### src/rtl/reg_file_mp.sv
// reg_file_mp: parametrised multi-read-port register file with post-reset clear engine.
// Optional macro REGFILE_BYPASS_EN enables same-cycle write-to-read forwarding.
`default_nettype none

//------------------------------------------------------------------------------
// Module  : reg_file_mp
// Brief   : DEPTH x DATA_W register file, NUM_RD async read ports, 1 write port,
//           optional hardwired zero register, sequential clear after reset.
//           Build option: REGFILE_BYPASS_EN (write-to-read bypass).
// Revision: 1.0 - initial release
//------------------------------------------------------------------------------
module reg_file_mp #(
  parameter int DATA_W   = 32,
  parameter int ADDR_W   = 5,
  parameter int NUM_RD   = 2,
  parameter int ZERO_REG = 1
) (
  input  logic                       i_clk,
  input  logic                       i_rst,
  input  logic [NUM_RD*ADDR_W-1:0]   rd_addr,
  output logic [NUM_RD*DATA_W-1:0]   rd_data,
  input  logic [ADDR_W-1:0]          rw_reg,
  input  logic                       reg_write,
  input  logic [DATA_W-1:0]          wr_data,
  output logic                       o_busy,
  output logic                       o_wr_drop
);

  localparam int                 DEPTH    = 2 ** ADDR_W;
  localparam logic [ADDR_W-1:0]  LAST_IDX = ADDR_W'(DEPTH - 1);

  typedef enum logic [0:0] {
    CLEAR = 1'b0,
    READY = 1'b1
  } state_t;

  state_t              state_q, state_d;
  logic [ADDR_W-1:0]   clr_ptr_q, clr_ptr_d;
  logic                busy_q, busy_d;
  logic                wr_drop_q, wr_drop_d;

  logic [DATA_W-1:0]   mem_q [DEPTH];
  logic                mem_we;
  logic [ADDR_W-1:0]   mem_waddr;
  logic [DATA_W-1:0]   mem_wdata;
  logic                wr_zero_hit;

  assign wr_zero_hit = (ZERO_REG != 0) && (rw_reg == '0);

  // The clear engine and the user write port share the single array write port.
  always_comb begin
    state_d   = state_q;
    clr_ptr_d = clr_ptr_q;
    busy_d    = busy_q;
    wr_drop_d = reg_write & (busy_q | wr_zero_hit);
    mem_we    = 1'b0;
    mem_waddr = rw_reg;
    mem_wdata = wr_data;
    case (state_q)
      CLEAR: begin
        mem_we    = 1'b1;
        mem_waddr = clr_ptr_q;
        mem_wdata = '0;
        if (clr_ptr_q == LAST_IDX) begin
          state_d = READY;
          busy_d  = 1'b0;
        end else begin
          clr_ptr_d = clr_ptr_q + 1'b1;
        end
      end
      READY: begin
        mem_we = reg_write & ~wr_zero_hit;
      end
      default: begin
        state_d = CLEAR;
        busy_d  = 1'b1;
      end
    endcase
    if (i_rst) begin
      mem_we = 1'b0;
    end
  end

  always_ff @(posedge i_clk) begin
    if (i_rst) begin
      state_q   <= CLEAR;
      clr_ptr_q <= '0;
      busy_q    <= 1'b1;
      wr_drop_q <= 1'b0;
    end else begin
      state_q   <= state_d;
      clr_ptr_q <= clr_ptr_d;
      busy_q    <= busy_d;
      wr_drop_q <= wr_drop_d;
    end
  end

  always_ff @(posedge i_clk) begin
    if (mem_we) begin
      mem_q[mem_waddr] <= mem_wdata;
    end
  end

  genvar k;
  generate
    for (k = 0; k < NUM_RD; k++) begin : g_rd
      logic [ADDR_W-1:0] port_addr;
      logic [DATA_W-1:0] port_data;

      assign port_addr = rd_addr[k*ADDR_W +: ADDR_W];

      always_comb begin
        port_data = mem_q[port_addr];
`ifdef REGFILE_BYPASS_EN
        if (reg_write && !busy_q && (port_addr == rw_reg)) begin
          port_data = wr_data;
        end
`endif
        if (busy_q || ((ZERO_REG != 0) && (port_addr == '0))) begin
          port_data = '0;
        end
      end

      assign rd_data[k*DATA_W +: DATA_W] = port_data;
    end
  endgenerate

  assign o_busy    = busy_q;
  assign o_wr_drop = wr_drop_q;

endmodule

`default_nettype wire
### config.mk
export PLATFORM = sky130hd
export DESIGN_NAME = reg_file_mp
export DESIGN_NICKNAME = d
export VERILOG_FILES = /design/src/rtl/reg_file_mp.sv
export SDC_FILE = /design/constraint.sdc
export NUM_CORES = 1
export LEC_CHECK = 0
export CAP_MARGIN = 30
export CORE_MARGIN = 2
export CORE_UTILIZATION = 35
export CTS_CLUSTER_SIZE = 30
export DETAILED_ROUTE_END_ITERATION = 16
export MAX_ROUTING_LAYER = met4
export PLACE_DENSITY_LB_ADDON = 0.15
export SLEW_MARGIN = 15
export SYNTH_ARGS = -nofsm -noshare
export SYNTH_HDL_FRONTEND = slang
export SYNTH_SLANG_ARGS = --single-unit
### constraint.sdc
create_clock -name i_clk -period 9.7 [get_ports i_clk]
set_clock_uncertainty 0.1 [all_clocks]
set_input_delay 1.455 -clock i_clk [delete_from_list [all_inputs] [get_ports i_clk]]
set_output_delay 1.455 -clock i_clk [all_outputs]
set_load 0.02 [all_outputs]
# Yosys cells after proc, flatten, opt, wreduce, memory -nomap -nowiden
# Memories as Yosys holds them, arrays and structs flattened.
# Index checks and enable logic that the tools add are counted.
dict set report word_totals {
  regBits 8
  latch_bits 0
  ram_bits 1024
  romBits 0
  out_inout_bits 66
  wordCells 30
  mem_count 1
}
# name depth width rd rd_clocked_by_memory_dff wr line
set mem_list {}
lappend mem_list {mem_q 32 32 2 0 1 42} ;# logic [DATA_W-1:0] mem_q [DEPTH];
dict set report classes {
  add_sub_neg 1
  mul 0
  div_mod_pow 0
  n_lt_le_gt_ge 0
  eq_ne 1
  shift 0
  n_mux 10
  n_bitwise 6
  reduce_logical 7
}
# cell count
set op_table {}
lappend op_table {{$mux W32} 3}
lappend op_table {{$logic_not A5 Y1} 3}
lappend op_table {{$add A5 B1 Y5 const B} 1}
lappend op_table {{$eq A5 B5 Y1 const B} 1}
lappend op_table {{$mux W1} 5}
lappend op_table {{$mux W5} 1}
lappend op_table {{$reduce_and A2 Y1} 2}
lappend op_table {{$not A1 Y1} 3}
lappend op_table {{$and A1 B1 Y1} 2}
lappend op_table {{$logic_or A1 B1 Y1} 2}
lappend op_table {{$pmux W1 S2} 1}
lappend op_table {{$or A1 B1 Y1} 1}

# Depth between registers and ports, before layout
dict set report depth {
  depth_word 7
  depth_mapped 8
}

# Worst setup path before layout
# No wires, ideal clock.
dict set report synth_timing {
  kind {input -> output}
  start {input port rd_addr[6]}
  end {output port rd_data[35]}
  t_arrival_ps 2964
  required_time_ps 8145
  slack_ps 5181
  path_stages 7
  path_cell_list {buf_4 -> buf_6 -> clkbuf_1 -> mux4_2 -> a22o_1 -> a31oi_1 -> nand4_1}
}
dict set report synth_between {
  elab_chain_cells 3
  word_cells_on_any_way 4
  classes_between {mux: 1; reduce/logical: 2; memory: 1}
}
# element line
set synth_rtl {}
lappend synth_rtl {{start, declared} 20} ;# input logic [NUM_RD*ADDR_W-1:0] rd_addr,
lappend synth_rtl {{branches (longest 2 deep; another with $mem_v2 Z32 W32)} n/a}
lappend synth_rtl {{$mux W32 (*)} 119} ;# if (busy_q || ((ZERO_REG != 0) && (port_addr == '0))) begin
lappend synth_rtl {{end, declared} 21} ;# output logic [NUM_RD*DATA_W-1:0] rd_data,
# Mark *: on every way between the ends.

# Worst setup path after layout
dict set report layout_timing {
  start {input port rd_addr[7]}
  end {output port rd_data[58]}
}
# Same word-level chain as after synthesis.

==> results.py <==
metrics = {
    "grt": {
        "grt_max_degree": 89,
        "gr-usage-all-layers_pct": 26.28,
        "grt_pass1_wl_mm": 248.2,
        "antenna_found_initial": 11,
        "grt_pass1_vias": 30320,
        "overflow": 0,
    },
    "drt": {
        "finalWirelength_mm": 182.4,
        "wl_per_cell_um": 37.41,
        "ant_nets": 0,
        "viasPerCell": 6.246,
        "drtIter0Drc": 3587,
        "drc": 0,
        "via_count": 30460,
        "drt-pass1-iter-count": 5,
    },
    "synthesis": {
        "synth_top_area_share_pct": 63.78,
        "synthAdderAreaFrac_pct": 0.05191,
        "synthCells": 2867,
        "synth_cell_types": 50,
        "synth_compound_gate_area_share_pct": 6.128,
        "synth_mux_area_share_pct": 22.66,
        "avgSynthCellArea_sq_um": 16.82,
        "ys.flop_type": "edfxtp_1",
        "seq_area_frac_synth_pct": 64.11,
        "synthXorXnorAreaFrac_pct": 0.05450,
        "synth_top_family_by_area": "multiplexers",
        "synth_fp_nets": 2919,
        "synth_warnings": 0,
        "syn_area_sq_mm": 0.04821,
        "synth_area_leader_cell": "edfxtp_1",
        "yosys.area_share.simple_pct": 4.464,
        "yosys-top-cells-area": "edfxtp_1 (64%), mux4_2 (12%), mux2i_1 (11%)",
        "async_flop_share_pct": 0,
        "synth_seq_cells": 1032,
        "synth-edff-count": 1024,
    },
    "setup_path": {
        "setup.worst_path.end_class": "output port",
        "cpLargestDelayFamily": "buffers and inverters",
        "crit_chain": "buf_8 -> buf_4 -> buf_4 -> mux2i_1 -> a22oi_1 -> a31oi_1 -> nand4_1 -> clkdlybuf4s50_1",
        "r2r-start": "state_q$_SDFF_PP0_",
        "r2r_cells": 6,
        "criticalPathCategory": "input pin to output port",
        "r2r-end": "mem_q[0][11]$_DFFE_PP_",
        "critPathLaunchType": "input pin",
        "crit_arrival_ps": 5220,
        "slowest_delay_ps": 830,
        "worst-path-max-fanout": 45,
        "crit_slowest_cell": "buf_4",
        "crit_top_cell": "buf_4",
        "required_ps": 8150,
        "rrSetupSlack_ps": 5760,
        "cp.buffers_inverters": 4,
    },
    "layout": {
        "finalNetCount": 3036,
        "fillCellCount": 12280,
        "drive_gt1_share_pct": 19.79,
        "area_delta_synth_final_pct": 15.67,
        "finalCoreUtilization_pct": 40.66,
    },
    "pwr": {
        "p_total_mw": 9.822,
        "switching_share_pct": 22.55,
        "clock_power_share_pct": 44.2,
        "ir_drop_v": 0.0001379,
        "powerDensity_mw_per_mm2": 176.1,
        "p_int_mw": 7.607,
        "seqPwrFrac_pct": 49.6,
        "share_comb_of_total_power_pct": 6.2,
        "power.switching_mw": 2.215,
        "p_leak_nw": 18.39,
    },
    "floorplanning": {
        "num_io_pins": 116,
        "dieWidth_um": 375.1,
        "initial_core_util_pct": 35.15,
        "fp-row-count": 136,
        "die_h_um": 375.1,
        "fp.coreArea_sq_mm": 0.1372,
        "die-area_sq_mm": 0.1407,
    },
    "sta": {
        "fin_setup_tns_ps": 0,
        "setup_violations": 0,
        "hold_viol": 0,
        "grt_setup_unrepaired": "no",
        "min_period_over_period_pct": 69.85,
        "slew_viol_final": 0,
        "tightest_slew_ps": 1024,
        "max_freq_mhz": 147.6,
        "finalCriticalPeriod_ps": 6775,
        "max_slew_margin_pct": 31.44,
    },
    "clock_tree": {
        "htreeDepth": 3,
        "cts_buffers": 112,
        "cts_root_buf": "clkbuf_16",
        "ctsResizeCount": 0,
        "hold_buffers": 0,
        "cts_sinks": 1032,
        "cts_buffer_depth": 3,
        "tritoncts": "yes",
        "clkLatencyLatePin_ps": 730,
        "cts_setup_buffers": 0,
        "clk_pin_slew_ps": 60,
    },
    "worst_hold_path": {
        "worstHoldPathCells": 2,
        "hold_start": "o_busy$_SDFFE_PP1P_",
        "whs_endpoint": "o_wr_drop$_SDFF_PP0_",
        "min_path_type": "flip-flop to flip-flop",
    },
    "placement": {
        "portBuffers": 115,
        "dp_hpwl_mm": 105.7,
        "place.gp.congestion": 0.8232,
    },
    "outcome": {
        "status": "finished clean",
    },
    "flow_run": {
        "maxCapViolations": 0,
    },
}
-- state kept, by name, indices dropped and copies added, names as in the netlist --
name and cells:
o_busy 1, state_q 1, o_wr_drop 1, clr_ptr_q 5
mem_q 1024
-- cells in the mapped netlist, types with 4 or more instances --
| cell | count |
|---|---|
| edfxtp_1 | 1024 |
| mux2i_1 | 521 |
| mux4_2 | 252 |
| a22oi_1 | 233 |
| nand3_1 | 130 |
| nand2_1 | 102 |
| clkbuf_1 | 98 |
| buf_2 | 80 |
| nand4_1 | 65 |
| a22o_1 | 56 |
| a31oi_1 | 56 |
| nor2_1 | 44 |
| buf_4 | 41 |
| and2_1 | 39 |
| a21oi_1 | 36 |
| buf_6 | 11 |
| dfxtp_1 | 8 |
| nor2b_1 | 8 |
| a32oi_1 | 7 |
| nand2b_1 | 4 |
| o21ai_0 | 4 |
-- worst register-to-register path, delay by kind of cell (launching register included) --
family,cells,cell delay (ps)
and+or+nand+nor,3,1650
AOI/OAI and AO/OA,1,150
buffers and inverters,2,1360
DFF,1,310
-- kinds of logic after synthesis --
kind of cell | Yosys count
mux | 776
buf+inv | 235
fa+ha+maj | 2
compound gates | 404
flops | 1032
xor+xnor | 3
simple gates | 415
-- power by group through the flow --
stage / clock network, mW / logic, mW / registers (mW)
6_report: 4.34 / 0.605 / 4.88
3_3_place_gp: 0 / 0.596 / 4.97
3_5_place_dp: 0 / 0.602 / 4.97
2_1_floorplan: 0 / 0.382 / 4.97
4_1_cts: 4.39 / 0.604 / 4.88
5_1_grt: 4.56 / 0.623 / 4.88
-- per-stage QoR --
step | setup slack [ps] | hold WS [ps] | area [sq um] | instances
CTS | 2996 | 457.6 | 55390 | 4848
floorplan | 5181 | 404.0 | 48210 | 2867
finish | 2925 | 448.1 | 55760 | 4876
global placement | 3050 | 449.8 | 51490 | 4627
detailed placement | 2996 | 450.6 | 51720 | 4640
global route | 2917 | 489.5 | 55760 | 4875
-- cells in the final DEF, fill, tap and decap left out, drive strengths merged, types with 2 or more instances in the layout --
cell type,n
edfxtp,1024
mux2i,521
mux4,252
a22oi,233
clkbuf,132
nand3,130
buf,126
clkdlybuf4s50,109
nand2,102
nand4,65
a22o,56
a31oi,56
clkinv,55
nor2,47
and2,39
a21oi,36
bufinv,15
nor2b,8
dfxtp,8
a32oi,7
inv,5
diode,4
nand2b,4
o21ai,4
clkinvlp,4
nor4b,4
mux2,3
a21o,3
nor3b,3
nor3,3
nor4bb,2
nand3b,2
o32ai,2
xnor2,2
ha,2
-- metal layers --
layer	part of all wire [%]	vias up	track usage (%)	routed length (um)
met1	41	16330	34.71	75440
li1	-	12180	-	-
met2	47	1593	41.49	85990
met4	3.8	0	9.517	6979
met3	7.7	350	3.715	13990
met5	0	-	-	0
-- worst max-delay path by stage --
stage	startpoint	to	slack, ps	cells past startpoint
final	rd_addr[7]	rd_data[58]	2920	8
after global routing	rd_addr[2]	rd_data[17]	2920	8
after CTS	rd_addr[2]	rd_data[17]	3000	7
after detailed placement	rd_addr[2]	rd_data[17]	3000	7
after global placement	rd_addr[2]	rd_data[19]	3050	7
after floorplan	rd_addr[6]	rd_data[35]	5180	7
-- layout make-up --
cell class                 count  area, sq um  area share (%)
clock buffer                 131         2874           5.154
timing repair buffer         236         2424           4.346
tap                         1794         2245           4.025
antenna                        4        10.01         0.01795
multi-input combinational   1600        16490           29.58
inverter                       2        7.507         0.01346
sequential                  1032        30910           55.43
clock inverter                77        798.3           1.432
No activity file was read; power rests on OpenSTA's default activity.
